## src/rtl/led_mode_scheduler.sv

```systemverilog
// led_mode_scheduler: turns UART command bytes into the LED pattern mux select.
// A requested mode is held as pending and is only applied at a WS2812 frame
// boundary, so the driver never switches pattern in the middle of a frame.
// Optional auto-cycle feature: define LED_MODE_AUTO_CYCLE_EN to enable the 'a'
// command, which steps the select 00->01->10->00 every CYCLE_FRAMES frames.
`timescale 1ns/1ps

module led_mode_scheduler #(
    parameter int WIDTH_UART   = 8,
    parameter int WIDTH_SEL    = 2,
    parameter int CYCLE_FRAMES = 60
) (
    input  logic                  i_clk,
    input  logic                  i_rst_n,
    input  logic [WIDTH_UART-1:0] i_uart_data,
    input  logic                  i_uart_valid,
    input  logic                  i_frame_done,
    output logic [WIDTH_SEL-1:0]  o_sel_mux,
    output logic                  o_sel_pending,
    output logic                  o_cmd_err,
    output logic                  o_auto
);

    typedef enum logic {
        RUN  = 1'b0,
        PEND = 1'b1
    } state_t;

    localparam logic [WIDTH_SEL-1:0] SEL_OFF = '1;

    state_t               state;
    logic [WIDTH_SEL-1:0] sel_mux_q;
    logic [WIDTH_SEL-1:0] pending_q;
    logic                 sel_pending_q;
    logic                 cmd_err_q;

    logic                 is_mode;
    logic                 is_auto_cmd;
    logic                 is_bad;
    logic [WIDTH_SEL-1:0] target;
    logic                 mode_cmd;
    logic                 auto_cmd;

    // Classify the incoming byte and map mode digits to a select value.
    always_comb begin
        is_mode     = 1'b0;
        is_auto_cmd = 1'b0;
        target      = SEL_OFF;
        if (i_uart_data == WIDTH_UART'('h30)) begin
            is_mode = 1'b1;
            target  = SEL_OFF;
        end else if (i_uart_data == WIDTH_UART'('h31)) begin
            is_mode = 1'b1;
            target  = WIDTH_SEL'(0);
        end else if (i_uart_data == WIDTH_UART'('h32)) begin
            is_mode = 1'b1;
            target  = WIDTH_SEL'(1);
        end else if (i_uart_data == WIDTH_UART'('h33)) begin
            is_mode = 1'b1;
            target  = WIDTH_SEL'(2);
        end
`ifdef LED_MODE_AUTO_CYCLE_EN
        else if (i_uart_data == WIDTH_UART'('h61)) begin
            is_auto_cmd = 1'b1;
        end
`endif
        is_bad = ~is_mode & ~is_auto_cmd;
    end

    assign mode_cmd = i_uart_valid & is_mode;
    assign auto_cmd = i_uart_valid & is_auto_cmd;

`ifdef LED_MODE_AUTO_CYCLE_EN
    localparam int CNT_W = (CYCLE_FRAMES > 1) ? $clog2(CYCLE_FRAMES) : 1;
    localparam logic [CNT_W-1:0] CNT_LAST = CNT_W'(CYCLE_FRAMES - 1);

    logic             auto_q;
    logic [CNT_W-1:0] frame_cnt_q;

    // Auto-cycle order: 00 -> 01 -> 10 -> 00; "off" (11) re-enters at 00.
    function automatic logic [WIDTH_SEL-1:0] next_step(input logic [WIDTH_SEL-1:0] s);
        if (s == WIDTH_SEL'(0))
            return WIDTH_SEL'(1);
        else if (s == WIDTH_SEL'(1))
            return WIDTH_SEL'(2);
        else
            return WIDTH_SEL'(0);
    endfunction

    assign o_auto = auto_q;
`else
    assign o_auto = 1'b0;
`endif

    // Command FSM: track the pending select and commit it on a frame boundary.
    always_ff @(posedge i_clk or negedge i_rst_n) begin
        if (!i_rst_n) begin
            state         <= RUN;
            sel_mux_q     <= SEL_OFF;
            pending_q     <= SEL_OFF;
            sel_pending_q <= 1'b0;
            cmd_err_q     <= 1'b0;
`ifdef LED_MODE_AUTO_CYCLE_EN
            auto_q        <= 1'b0;
            frame_cnt_q   <= '0;
`endif
        end else begin
            cmd_err_q <= i_uart_valid & is_bad;
`ifdef LED_MODE_AUTO_CYCLE_EN
            // 'a' wins over everything else this cycle, including a frame boundary.
            if (auto_cmd) begin
                auto_q        <= 1'b1;
                frame_cnt_q   <= '0;
                state         <= RUN;
                sel_pending_q <= 1'b0;
            end else
`endif
            if (mode_cmd) begin
`ifdef LED_MODE_AUTO_CYCLE_EN
                auto_q      <= 1'b0;
                frame_cnt_q <= '0;
`endif
                if (state == PEND && i_frame_done) begin
                    // Old pending value commits now; the new byte is judged
                    // against the value that is being committed.
                    sel_mux_q <= pending_q;
                    if (target != pending_q) begin
                        state         <= PEND;
                        pending_q     <= target;
                        sel_pending_q <= 1'b1;
                    end else begin
                        state         <= RUN;
                        sel_pending_q <= 1'b0;
                    end
                end else if (target != sel_mux_q) begin
                    // A boundary arriving in RUN never commits this same cycle.
                    state         <= PEND;
                    pending_q     <= target;
                    sel_pending_q <= 1'b1;
                end else begin
                    state         <= RUN;
                    sel_pending_q <= 1'b0;
                end
            end else if (i_frame_done) begin
                if (state == PEND) begin
                    sel_mux_q     <= pending_q;
                    state         <= RUN;
                    sel_pending_q <= 1'b0;
                end
`ifdef LED_MODE_AUTO_CYCLE_EN
                else if (auto_q) begin
                    if (frame_cnt_q == CNT_LAST) begin
                        frame_cnt_q <= '0;
                        sel_mux_q   <= next_step(sel_mux_q);
                    end else begin
                        frame_cnt_q <= frame_cnt_q + 1'b1;
                    end
                end
`endif
            end
        end
    end

    assign o_sel_mux     = sel_mux_q;
    assign o_sel_pending = sel_pending_q;
    assign o_cmd_err     = cmd_err_q;

endmodule

```

## config.mk

```make
export PLATFORM = sky130hd
export DESIGN_NAME = led_mode_scheduler
export DESIGN_NICKNAME = d
export VERILOG_FILES = /design/src/rtl/led_mode_scheduler.sv
export SDC_FILE = /design/constraint.sdc
export NUM_CORES = 1
export LEC_CHECK = 0
export ABC_AREA = 1
export BUFFER_PORTS_ARGS = -buffer_cell sky130_fd_sc_hd__buf_4
export CORE_AREA = 8 8 45 47
export DETAILED_ROUTE_END_ITERATION = 6
export DIE_AREA = 0 0 53 55
export GPL_TIMING_DRIVEN = 0
export PLACE_DENSITY = 0.52
export SLEW_MARGIN = 40
export SYNTH_ARGS = -nofsm -noshare
export SYNTH_HDL_FRONTEND = slang
export SYNTH_SLANG_ARGS = --single-unit
```

## constraint.sdc

```tcl
create_clock -name i_clk -period 1.6 [get_ports i_clk]
set_input_delay 0 -clock i_clk [delete_from_list [all_inputs] [get_ports i_clk]]
set_output_delay 0 -clock i_clk [all_outputs]
set_load 0.02 [all_outputs]
```

==> metrics, run 1 <==
number of flops mapped to enable cells by yosys=0; global-route wire length before repair=1.45 mm; Worst Path Arrival=between 1 and 1.5 ns; via density per instance=4.21; Hold Path Depth=4; DRC violations left=0; Compound-Gate Fraction of Synth Area=5.59%; post-synthesis mux area share=0%; pwr dens=906 nW/um^2; Setup crit end kind=register; drt wl/cell=9.64 um; cts repair resizes=0; Final Setup Violations=0; CTS Buf Count=3; root buffer cell=clkbuf_4; die area=2920 sq um; Synth Area in Simple Gates=36.3%; YS warnings=0; Slew Viols, Final=0; Yosys top cell area share=around a quarter; Buffers & Inverters on Critical Path=2; Hold Crit Start=i_frame_done; Sw Pwr=151 uW; XOR/XNOR Fraction of Synth Area=2.17%; CTS Buffer Depth=2; diodes inserted=0; pin count of the biggest net entering global routing=8; # port buffers=15; Combinational Power Share=between 20% and 30%; Fin Setup TNS=0 ns; Final HPWL DP=700 um; io pins=17; DR iter-0 viols=7; #FFs+latches synth=7; cell leakage power=0.000303 uW; final cycle utilization of the critical path=77.5%; power share of the clock group=29.9%; worst endpoint required time=1.73 ns; mapped cell area=403 sq um; post-synth top area cell=dfstp_2; Core Area=1380 sq um; CTS Sinks=7; Synth Area in Adders=0%; total grt overflow=0; combinational family with the most area after synthesis=simple AND/OR/NAND/NOR gates; minimum clock period=1.24 ns; Die W=53 um; Hold WC Path Type=in -> reg; Worst-path clk slew=0.05 ns; Core Util, Final=42.0%; # Post-CTS Setup Buffers=0; part of the power in registers=43.3%; RR Endpoint=state; CP Cell Sequence=inv_1, o21ai_2, inv_1, nand2_1, nand3_2, nand2_2, nand2_1; worst reg2reg path depth=7; Synth Area per Inst=8.06 sq um; VDD IR-drop max=0.345 mV; Worst R2R Setup Slack=about 0.36 ns; Post-Synthesis Cells=50; Total GRT Usage=6.90%; ys flop type=dfstp_2; Seq/Total Area, Yosys=between 40 and 50%; fmax=between 0.8 and 0.9 GHz; vias=roughly 370; Commonest cells post-synth=nand2_1 (12), inv_1 (6), nand3_1 (6); DRT antenna net count=0; RSZ-0062 raised after global routing=no; DR pass1 iterations=4; RR Startpoint=pending_q[1]; Worst Setup Path Type=reg -> reg; share of layout cells above drive strength 1=52.1%; die height=approximately 55 um; # rows=14; area added between synthesis and finish=44.4%; # H-tree levels=1; final wirelength=839 um; Clk Latency, worst-skew pair=0.25 ns; Placer Congestion=between 0.7 and 0.8; max cap viols=0; vias in the first global route=393; Layout Nets=84; final hold violation count=0; Layout Skew=~0.0039 ns; Initial Util=29.1%; Async SR Flop Fraction=100%; biggest cell delay along the critical path=0.52 ns; most frequent cell after synthesis=nand2_1; critical path's top delay family=flip-flops; syn nets=62; status=complete, no violations; Netlist cell types=16; crit start category=register; Hold EP=state; Area contributors post-synth=dfstp_2 (26%), dfrtp_1 (19%), nand2_1 (11%), nand2_2 (7.8%), nand3_1 (7.5%); antenna violations before repair=0; TritonCTS clock tree=built; internal power=roughly 380 uW; Critical Path Fanout Max=4; CP max-delay cell=dfstp_2; Switching Share=28.6%
## placed cells by master (no fill, tap or decap), drive strengths merged
cell type / count
dfstp: 4
o21ai: 3
xor2: 1
nand2: 17
nand4: 1
dlygate4sd3: 2
dfrtp: 3
inv: 9
nand3: 7
buf: 16
conb: 1
nor2: 3
clkbuf: 4
## worst reg2reg max path, stage by stage, from the launching register on
cell     delay, ns
dfstp_2       0.52
inv_1         0.04
o21ai_2       0.17
inv_1         0.05
nand2_1       0.08
nand3_2       0.10
nand2_2       0.10
nand2_1       0.05
## logic make-up after synthesis
kind of cell,after synthesis
flops,7
other cells,1
simple gates,28
buf+inv,10
xor+xnor,1
compound gates,3
## sequential cells by signal (all words and copies together) (netlist names)
name	cells
pending_q	2
o_sel_pending	1
o_sel_mux	2
o_cmd_err	1
state	1
## power by group through the flow
| stage | registers (uW) | logic [uW] | clock network (uW) |
|---|---|---|---|
| 2_1_floorplan | 249 | 62.2 | 0 |
| 3_3_place_gp | 230 | 138 | 0 |
| 3_5_place_dp | 231 | 139 | 0 |
| 4_1_cts | 229 | 144 | 166 |
| 5_1_grt | 231 | 158 | 174 |
| 6_report | 228 | 141 | 158 |
## cell type report
type,count,area [sq um]
fill,152,802
multi-input combinational,33,181
sequential,7,180
timing repair buffer,17,133
inverter,9,33.8
clock buffer,4,26.3
tap,16,20.0
buffer,1,7.51
## what timing repair did
item                                   4_1_cts  5_1_grt
hold buffers                                 2        0
endpoints found under the hold margin        8        0
setup endpoints to repair                    0        0
## worst max path at each step
| stage | startpoint | end | slack (ns) | depth (start not counted) |
|---|---|---|---|---|
| detailed placement | o_sel_mux[0] | o_sel_pending | 0.36 | 9 |
| finish | pending_q[1] | state | 0.36 | 7 |
| global route | pending_q[1] | pending_q[1] | 0.21 | 8 |
| CTS | o_sel_mux[0] | o_sel_pending | 0.35 | 9 |
| floorplan | o_sel_mux[0] | o_sel_pending | 0.37 | 9 |
| global placement | o_sel_mux[0] | state | 0.36 | 9 |
## through the flow
| step | cells | setup slack, ns | power [uW] | hold WS [ns] | instance area (sq um) |
|---|---|---|---|---|---|
| global route | 87 | 0.208 | 563 | 0.0433 | 582 |
| floorplan | 50 | 0.371 | 311 | -0.296 | 403 |
| finish | 87 | 0.360 | 527 | 0.0289 | 582 |
| CTS | 87 | 0.351 | 538 | 0.0177 | 582 |
| detailed placement | 81 | 0.358 | 371 | -0.183 | 536 |
| global placement | 81 | 0.365 | 369 | -0.182 | 536 |
## metal layers
layer	GRT usage (%)	up-vias	routed length, um
met5	0	-	0
met2	10.4	15	389
met3	3.21	2	79
met1	6.58	154	349
li1	-	195	-
met4	7.76	0	21
Power figures use the tool's default switching activity.
==> inputs of run 2 (changes only) <==
- ABC_AREA: 1 -> 0
- PLACE_DENSITY: 0.52 -> 0.57
- clock period: 1.6 -> 1 ns (I/O delays scaled with it)
==> metrics, run 2 <==
Switching Share=29.4% (+0.82 points); Commonest cells post-synth=dfstp_2 (4), dfrtp_1 (3), inv_1 (3); Setup crit end kind=register; Area contributors post-synth=dfstp_2 (24%), dfrtp_1 (17%), mux2i_4 (5.1%), a211o_1 (4.0%), xnor2_2 (3.7%); die height=55 um (unchanged); minimum clock period=1.45 ns (+0.206 ns); die area=2920 sq um (unchanged); post-synth top area cell=dfstp_2; CTS Sinks=7 (unchanged); Total GRT Usage=7.76% (+0.86 points); syn nets=54 (-13%); diodes inserted=0 (unchanged); Final HPWL DP=747 um (+6.7%); Worst-path clk slew=0.05 ns (about the same); most frequent cell after synthesis=dfstp_2; total grt overflow=0 (unchanged); via density per instance=4.65 (+11%); Initial Util=31.7% (+2.6 points); Fin Setup TNS=-1.65 ns (-1.65 ns); share of layout cells above drive strength 1=50.0% (-2.1 points); failing checks=setup timing; fmax=0.692 GHz (-14%); Combinational Power Share=33.9% (+7.1 points); Netlist cell types=30 (+14); final wirelength=939 um (+12%); final hold violation count=0 (unchanged); PnR worst setup slack=-0.446 ns (-0.806 ns); DR iter-0 viols=3 (-4); VDD IR-drop max=0.693 mV (+100%); Sw Pwr=266 uW (+76%); pwr dens=1430 nW/um^2 (+58%); Die W=53 um (unchanged); Tot Pwr=903 uW (+71%); Layout Skew=0.00494 ns (+0.00106 ns); io pins=17 (unchanged); internal power=637 uW (+69%); antenna violations before repair=0 (unchanged); DRT antenna net count=0 (unchanged); worst endpoint required time=1.13 ns (-0.60 ns); Final Setup Violations=6 (+6); Placer Congestion=0.679 (-3.3%); TritonCTS clock tree=built; drt wl/cell=11.7 um (+22%); Hold Slack=0.0193 ns (-0.00955 ns); part of the power in registers=37.9% (-5.4 points); pin count of the biggest net entering global routing=9 (+1); Worst Setup Path Type=reg -> reg; Setup WS pre-CTS=-0.490 ns (-0.848 ns); Final Cell Area=632 sq um (+8.6%); Synth Area per Inst=10.5 sq um (+30%); Layout Nets=77 (-8.3%); Async SR Flop Fraction=100% (unchanged); Sequential Area=180 sq um (unchanged); Core Area=1380 sq um (unchanged); DR pass1 iterations=3 (-1); Hold WC Path Type=in -> reg; root buffer cell=clkbuf_4; RSZ-0062 raised after global routing=yes; mapped cell area=439 sq um (+9.0%); cell leakage power=0.000311 uW (+2.7%); vias in the first global route=370 (-5.9%); Post-Synthesis Cells=42 (-16%); footprint of the multi-input gates=241 sq um (+33%); # H-tree levels=1 (unchanged); vias=372 (+1.6%); Seq/Total Area, Yosys=41.0% (-3.7 points); max cap viols=0 (unchanged); Critical Path Fanout Max=7 (+3); Worst Path Arrival=1.58 ns (+0.21 ns); DP Area=564 sq um (+5.4%); number of flops mapped to enable cells by yosys=0 (unchanged); Slew Viols, Final=0 (unchanged); power share of the clock group=28.2% (-1.7 points); final cycle utilization of the critical path=145% (+67 points); commonest non-fill, non-tap cell in the layout=buf_4; Clk Latency, worst-skew pair=0.25 ns (about the same); # port buffers=14 (-1); #FFs+latches synth=7 (unchanged); most frequent cells in the layout=buf_4 (17), dfstp_2 (4), clkbuf_4 (3), dfrtp_1 (3); Yosys top cell area share=23.9% (-2.2 points); CTS Buf Count=3 (unchanged); crit start category=register; ys flop type=dfstp_2; status=complete, but fails checks; CTS Buffer Depth=2 (unchanged); global-route wire length before repair=1.59 mm (+9.9%); area added between synthesis and finish=43.9%; number of fill cells in the layout=138 (-9.2%); DRC violations left=0 (unchanged); YS warnings=0 (unchanged); # rows=14 (unchanged)
[run 2: changes by cell type after synthesis, sizes merged, moves of 2 or more]
cell	delta
nand3	-5
inv	-6
mux2i	+2
a211o	+2
nand2	-14
[run 2: repair_timing]
item / in CTS / in global routing
hold endpoints to repair: 7 / 0
hold buffers: 1 / 0
setup buffers: 2 / 1
gates resized for setup: 3 / 0
pin swaps: 3 / 3
setup endpoints to repair: 4 / 6
[run 2: path summary, 6_finish.rpt]
| path | start | to | slack, ns | depth (start not counted) |
|---|---|---|---|---|
| worst min-delay path | i_uart_valid | o_cmd_err | 0.02 | 2 |
| worst max register to register | state | state | -0.45 | 5 |
| worst max-delay path | state | state | -0.45 | 5 |
| min in group asynchronous | i_rst_n | o_sel_pending | 0.10 | 2 |
| worst min register to register | o_sel_pending | o_sel_pending | 0.51 | 2 |
| max in group asynchronous | i_rst_n | pending_q[0] | 0.69 | 2 |
[run 2: power groups by stage]
stage / clock network, uW / registers [uW] / logic (uW)
after floorplan: 0 / 382 / 133
after global placement: 0 / 347 / 269
after detailed placement: 0 / 347 / 270
after CTS: 265 / 343 / 310
after global routing: 291 / 346 / 331
final: 255 / 342 / 306
[run 2: kinds of logic after synthesis]
family / Yosys count / synth area share (%)
flops: 7 / 41.0
simple gates: 14 / 19.4
xor+xnor: 2 / 5.70
compound gates: 10 / 17.1
buf+inv: 5 / 5.13
mux: 3 / 10.8
other cells: 1 / 0.854
[run 2: final cells by class]
cell class	count	share of cell area, %
clock buffers	4	4.16
multi-input cells	30	38.2
repair buffers	18	22.4
flip-flops and latches	7	28.5
well taps	16	3.17
inverters	3	1.78
plain buffers	2	1.78
[run 2: per-stage QoR]
| step | cells | utilization (%) |
|---|---|---|
| finish | 80 | 45.7 |
| floorplan | 42 | - |
| global placement | 72 | 40.8 |
| detailed placement | 72 | 40.8 |
| global route | 80 | 45.7 |
| CTS | 79 | 45.1 |
[run 2: layer usage]
| metal | GRT usage, % | vias up | share of wire, % |
|---|---|---|---|
| met3 | 6.42 | 0 | 11 |
| met5 | 0 | - | 0 |
| met2 | 10.9 | 15 | 45 |
| li1 | - | 192 | - |
| met1 | 8.53 | 165 | 44 |
| met4 | 2.59 | 0 | 0 |
[run 2: critical path, stage by stage, from the launching register on]
cell	delay, ns
dfrtp_1	0.40
nand2_4	0.10
mux2_4	0.34
or2_1	0.21
mux2i_1	0.17
o21ai_1	0.10
